===== src/rtl/snake_pkg.sv =====
// Shared snake-game constants: PS/2 scan codes, direction encoding used by control,
// and the scan-code lookups used by the keyboard decoder.
package snake_pkg;

    typedef enum logic [1:0] {
        DIR_LEFT  = 2'b00,
        DIR_RIGHT = 2'b01,
        DIR_DOWN  = 2'b10,
        DIR_UP    = 2'b11
    } dir_e;

    typedef enum logic [1:0] {
        RX_IDLE,
        RX_DATA,
        RX_PARITY,
        RX_STOP
    } rx_state_e;

    typedef struct packed {
        logic hit;
        dir_e dir;
    } key_hit_t;

    localparam logic [7:0] SC_EXT   = 8'hE0;
    localparam logic [7:0] SC_BREAK = 8'hF0;
    localparam logic [7:0] SC_LEFT  = 8'h6B;
    localparam logic [7:0] SC_RIGHT = 8'h74;
    localparam logic [7:0] SC_DOWN  = 8'h72;
    localparam logic [7:0] SC_UP    = 8'h75;
    localparam logic [7:0] SC_W     = 8'h1D;
    localparam logic [7:0] SC_A     = 8'h1C;
    localparam logic [7:0] SC_S     = 8'h1B;
    localparam logic [7:0] SC_D     = 8'h23;

    // Arrow codes are only meaningful after an E0 prefix; the caller qualifies that.
    function automatic key_hit_t arrow_lookup(input logic [7:0] code);
        key_hit_t k;
        k.hit = 1'b1;
        k.dir = DIR_LEFT;
        case (code)
            SC_LEFT:  k.dir = DIR_LEFT;
            SC_RIGHT: k.dir = DIR_RIGHT;
            SC_DOWN:  k.dir = DIR_DOWN;
            SC_UP:    k.dir = DIR_UP;
            default:  k.hit = 1'b0;
        endcase
        return k;
    endfunction

    function automatic key_hit_t letter_lookup(input logic [7:0] code);
        key_hit_t k;
        k.hit = 1'b1;
        k.dir = DIR_LEFT;
        case (code)
            SC_A:    k.dir = DIR_LEFT;
            SC_D:    k.dir = DIR_RIGHT;
            SC_S:    k.dir = DIR_DOWN;
            SC_W:    k.dir = DIR_UP;
            default: k.hit = 1'b0;
        endcase
        return k;
    endfunction

endpackage


===== src/rtl/ps2_rx_frame.sv =====
// PS/2 byte receiver: pin synchronisers, falling-edge detect, 11-bit frame FSM with
// odd-parity/stop checking and an inter-edge timeout that aborts partial frames.
module ps2_rx_frame
    import snake_pkg::*;
#(
    parameter int TIMEOUT_CYCLES = 50000
) (
    input  logic       clk,
    input  logic       resetn,
    input  logic       ps2_clk,
    input  logic       ps2_dat,
    output logic [7:0] scan_code,
    output logic       scan_valid,
    output logic       frame_err
);

    localparam int TW = $clog2(TIMEOUT_CYCLES + 1);

    logic [2:0]    ck_sync;
    logic [1:0]    dt_sync;
    logic          fall;
    logic          dat;
    rx_state_e     state;
    logic [2:0]    bit_cnt;
    logic [7:0]    shreg;
    logic          parity;
    logic [TW-1:0] to_cnt;

    assign fall = ck_sync[2] & ~ck_sync[1];
    assign dat  = dt_sync[1];

    // Sync flops reset to the idle-high line level so reset release never fakes an edge.
    always_ff @(posedge clk or negedge resetn) begin
        if (!resetn) begin
            ck_sync <= 3'b111;
            dt_sync <= 2'b11;
        end else begin
            ck_sync <= {ck_sync[1:0], ps2_clk};
            dt_sync <= {dt_sync[0], ps2_dat};
        end
    end

    always_ff @(posedge clk or negedge resetn) begin
        if (!resetn) begin
            state      <= RX_IDLE;
            bit_cnt    <= '0;
            shreg      <= '0;
            parity     <= 1'b0;
            to_cnt     <= '0;
            scan_code  <= '0;
            scan_valid <= 1'b0;
            frame_err  <= 1'b0;
        end else begin
            scan_valid <= 1'b0;
            frame_err  <= 1'b0;

            // Timeout can only fire in a non-edge cycle, so it never races the FSM below.
            if (state == RX_IDLE || fall) begin
                to_cnt <= '0;
            end else if (to_cnt == TW'(TIMEOUT_CYCLES)) begin
                state     <= RX_IDLE;
                frame_err <= 1'b1;
                to_cnt    <= '0;
            end else begin
                to_cnt <= to_cnt + 1'b1;
            end

            if (fall) begin
                case (state)
                    RX_IDLE: begin
                        if (!dat) begin
                            state   <= RX_DATA;
                            bit_cnt <= '0;
                        end
                    end
                    RX_DATA: begin
                        shreg   <= {dat, shreg[7:1]};
                        bit_cnt <= bit_cnt + 3'd1;
                        if (bit_cnt == 3'd7) state <= RX_PARITY;
                    end
                    RX_PARITY: begin
                        parity <= dat;
                        state  <= RX_STOP;
                    end
                    RX_STOP: begin
                        if (dat && (^{shreg, parity})) begin
                            scan_code  <= shreg;
                            scan_valid <= 1'b1;
                        end else begin
                            frame_err <= 1'b1;
                        end
                        state <= RX_IDLE;
                    end
                    default: state <= RX_IDLE;
                endcase
            end
        end
    end

endmodule


===== src/rtl/ps2_direction_keys.sv =====
// PS/2 keyboard front end: make/break decoder producing held-direction levels.
// Define PS2_WASD_EN to also map W/A/S/D alongside the extended arrow keys.
module ps2_direction_keys
    import snake_pkg::*;
#(
    parameter int TIMEOUT_CYCLES = 50000
) (
    input  logic       clk,
    input  logic       resetn,
    input  logic       ps2_clk,
    input  logic       ps2_dat,
    output logic       mv_left,
    output logic       mv_right,
    output logic       mv_down,
    output logic       mv_up,
    output logic       any_key,
    output logic [7:0] scan_code,
    output logic       scan_valid,
    output logic       frame_err
);

    logic       ext;
    logic       brk;
    logic [3:0] arrow_q;
    logic [3:0] mv;
    key_hit_t   hit_a;

    ps2_rx_frame #(.TIMEOUT_CYCLES(TIMEOUT_CYCLES)) u_rx (
        .clk        (clk),
        .resetn     (resetn),
        .ps2_clk    (ps2_clk),
        .ps2_dat    (ps2_dat),
        .scan_code  (scan_code),
        .scan_valid (scan_valid),
        .frame_err  (frame_err)
    );

    assign hit_a = arrow_lookup(scan_code);

`ifdef PS2_WASD_EN
    // Letter and arrow holds are kept apart so releasing one leaves the other held.
    logic [3:0] letter_q;
    key_hit_t   hit_l;
    assign hit_l = letter_lookup(scan_code);
    assign mv    = arrow_q | letter_q;
`else
    assign mv    = arrow_q;
`endif

    always_ff @(posedge clk or negedge resetn) begin
        if (!resetn) begin
            ext     <= 1'b0;
            brk     <= 1'b0;
            arrow_q <= '0;
`ifdef PS2_WASD_EN
            letter_q <= '0;
`endif
        end else if (scan_valid) begin
            case (scan_code)
                SC_EXT:   ext <= 1'b1;
                SC_BREAK: brk <= 1'b1;
                default: begin
                    if (ext && hit_a.hit) arrow_q[hit_a.dir] <= ~brk;
`ifdef PS2_WASD_EN
                    if (!ext && hit_l.hit) letter_q[hit_l.dir] <= ~brk;
`endif
                    ext <= 1'b0;
                    brk <= 1'b0;
                end
            endcase
        end
    end

    always_ff @(posedge clk or negedge resetn) begin
        if (!resetn) any_key <= 1'b0;
        else         any_key <= |mv;
    end

    assign mv_left  = mv[DIR_LEFT];
    assign mv_right = mv[DIR_RIGHT];
    assign mv_down  = mv[DIR_DOWN];
    assign mv_up    = mv[DIR_UP];

endmodule


===== config.mk =====
export PLATFORM = sky130hd
export DESIGN_NAME = ps2_direction_keys
export DESIGN_NICKNAME = d
export VERILOG_FILES = /design/src/rtl/snake_pkg.sv /design/src/rtl/ps2_rx_frame.sv /design/src/rtl/ps2_direction_keys.sv
export SDC_FILE = /design/constraint.sdc
export NUM_CORES = 1
export LEC_CHECK = 0
export ABC_AREA = 1
export BUFFER_PORTS_ARGS = -buffer_cell sky130_fd_sc_hd__buf_2
export CAP_MARGIN = 40
export CORE_MARGIN = 2
export CORE_UTILIZATION = 60
export CTS_CLUSTER_SIZE = 8
export DETAILED_ROUTE_END_ITERATION = 7
export PLACE_DENSITY = 0.85
export SYNTH_ARGS = -nofsm -noshare
export SYNTH_HDL_FRONTEND = slang
export SYNTH_HIERARCHICAL = 1
export SYNTH_SLANG_ARGS = --single-unit

===== constraint.sdc =====
create_clock -name clk -period 1.9 [get_ports clk]
set_input_delay 0.285 -clock clk [delete_from_list [all_inputs] [get_ports clk]]
set_output_delay 0.285 -clock clk [all_outputs]
set_load 0.01 [all_outputs]

==> impl_metrics.yaml <==
final_layout:
  drive_above_1_share_pct: 18.4
  nets: 376
  fill_cells: 355
  final_cell_count_no_fill: 421
  final_common_cell: "nand2_1"
  final_cell_mix: "nand2_1, dfrtp_1, inv_1"
  diodes: 0
  final_core_util_pct: 68.9
  area_growth_pct: 10.1
logic_synthesis:
  async_reset_ff_share_pct: 100
  yosys.area.top_type: "dfrtp_1"
  ys_seq_area_share_pct: 47.7
  yosysUniqueCellTypes: 36
  synth_ff_type: "dfrtp_1"
  synth_area_um2: 2740
  synth_area_leaders: "dfrtp_1, nand2_1, inv_1"
  yosysWarningCount: 6
  syn_nets: 350
  synthCells: 342
  ys_ff_latch: 52
  synth_edf_count: 0
  syn_area_per_cell_um2: 8.02
  yosysTopAreaCellShare_pct: 42.9
global_routing:
  use_met3_pct: 4.50
  grt.total_usage_pct: 22.4
  grt_max_degree: 26
  grt_antenna_before_repair: 0
  grt_pass1_vias: 2195
  grt_use_met2_pct: 37.6
  overflow: 0
  grt_use_met1_pct: 28.1
  grt_first_pass_wirelength_mm: 9.15
  gr-max-usage-layer: "met2"
sta:
  setup_viol: 0
  fin_setup_tns_ns: 0
  max_slew_margin_pct: 63.2
  post-route-min-period_ns: 1.51
  slew_viol_final: 0
  rsz0062_at_grt: "no"
  worst_slew_pin_slew_ns: 0.552
  fmax_mhz: 660
  fin_skew_ns: 0.00560
  fin_crit_sh_pct: 79.7
  final_hold_viol_count: 0
  fin_ws_ns: 0.385
  whs_ns: 0.0732
drt:
  vias_per_cell: 5.22
  num_vias: 2199
  post-route-drc-count: 0
  drtAntennaViolNets: 0
  drt_iter0_drc: 117
  avgRoutedWirePerCell_um: 11.8
  drt-total-wl_mm: 4.98
  firstDrtPassIters: 4
clock_network:
  clk_pin_slew_ns: 0.09
  cts_root_buffer: "clkbuf_8"
  cts.sinks: 52
  insertion_delay_ns: 0.31
  ctsHtreeMaxLevel: 2
  cts_made_buffers: 5
  clockBufferDepth: 2
  cts_tree: "done"
  post_cts_buffers: 0
die:
  rows: 24
  coreArea_um2: 4380
  initial_core_util_pct: 62.6
  dieArea_um2: 5130
  die_w_um: 71.6
  io_pins: 19
  die_y_um: 71.6
setup_path:
  slowest_delay_ns: 0.52
  crit_family: "simple AND/OR/NAND/NOR gates"
  worstPathArrival_ns: 1.72
  required_ns: 2.10
  crit_path_start_kind: "register"
  cpMaxStageDelayCell: "dfstp_2"
  end_kind: "register"
  critical_path_class: "reg -> reg"
  path_buf_inv: 2
  cp_max_fo: 10
  crit_chain: "inv_1 > nor2_2 > inv_1 > nor2_4 > nand4_4 > nand2_1 > nand2_1"
power_and_ir_drop:
  p_per_area_nw_per_um2: 1080
  max-vdd-ir-drop_v: 0.000801
  leakagePower_nw: 1.53
place:
  gp_congestion: 0.875
  place_hpwl_mm: 3.73
  buffer_ports.inserted: 18
  dp_cells: 412
  dpl_worst_slack_ns: 0.360
job:
  drv_cap: 0
worst_hold_path:
  hold_path.class: "in -> reg"
run_status:
  status: "finished clean"
metal layers:
metal	wire length, µm	share of wire [%]
met4	79	1.6
met1	2290	46
met3	192	3.9
met2	2410	48
met5	0	0
cell families after synthesis:
family / share of synthesized area [%]
DFF: 47.7
and+or+nand+nor: 35.5
adders and majority gates: 1.82
AOI/OAI and AO/OA: 6.30
xor gates and xnor gates: 0.958
buffers and inverters: 7.76
stage by stage:
stage | area [µm²] | power, mW
floorplan | 2740 | 2.36
CTS | 3020 | 3.29
global placement | 2920 | 2.56
global route | 3020 | 3.56
finish | 3020 | 3.27
detailed placement | 2920 | 2.62
sequential cells by signal, indices dropped and copies added (netlist names), 2 cells and up:
name,flops
arrow_q,4
u_rx/bit_cnt,3
u_rx/ck_sync,3
u_rx/dt_sync,2
u_rx/scan_code,8
u_rx/shreg,8
u_rx/state,2
u_rx/to_cnt,16
report_power, final:
part           internal [mW]  switching, mW
combinational          0.377          0.741
sequential              1.29          0.207
clock                  0.298          0.349
total                   1.97           1.30
layout make-up:
type	count	area (µm²)	share of cell area [%]
Clock buffer	8	90.1	2.98
Inverter	51	199	6.59
Multi-Input combinational cell	236	1220	40.5
Sequential cell	52	1310	43.3
Tap cell	52	65.1	2.15
Timing Repair Buffer	22	135	4.48
Yosys cell counts, types with 4 or more instances:
library cell  number
a21oi_1            9
dfrtp_1           47
dfstp_2            5
ha_1               4
inv_1             45
inv_2              4
nand2_1           94
nand2_2            8
nand3_1           17
nand3_2            4
nand4_1           15
nor2_1            34
nor2_2             6
o21ai_0           16
worst register-to-register path: cells and delay by family (launching register included):
family | cells | cell delay [ns]
flip-flops | 1 | 0.52
AND/OR/NAND/NOR | 5 | 0.73
buffers and inverters | 2 | 0.16
worst paths after layout:
| kind | from | endpoint | slack [ns] | depth (start not counted) |
|---|---|---|---|---|
| hold reg to reg | u_rx/dt_sync[0] | u_rx/dt_sync[1] | 0.36 | 0 |
| setup / recovery | u_rx/ck_sync[2] | u_rx/scan_code[6] | 0.39 | 7 |
| min in group asynchronous | resetn | u_rx/to_cnt[10] | 0.50 | 2 |
| hold / removal | ps2_clk | u_rx/ck_sync[0] | 0.07 | 1 |
| setup reg to reg | u_rx/ck_sync[2] | u_rx/scan_code[6] | 0.39 | 7 |
| max in group asynchronous | resetn | u_rx/dt_sync[1] | 0.82 | 3 |
what timing repair did:
item                      in CTS  in global routing
hold endpoints to repair      23                  0
hold buffers                   1                  0
resized for setup              0                  0
(Power assumes the default switching activity.)
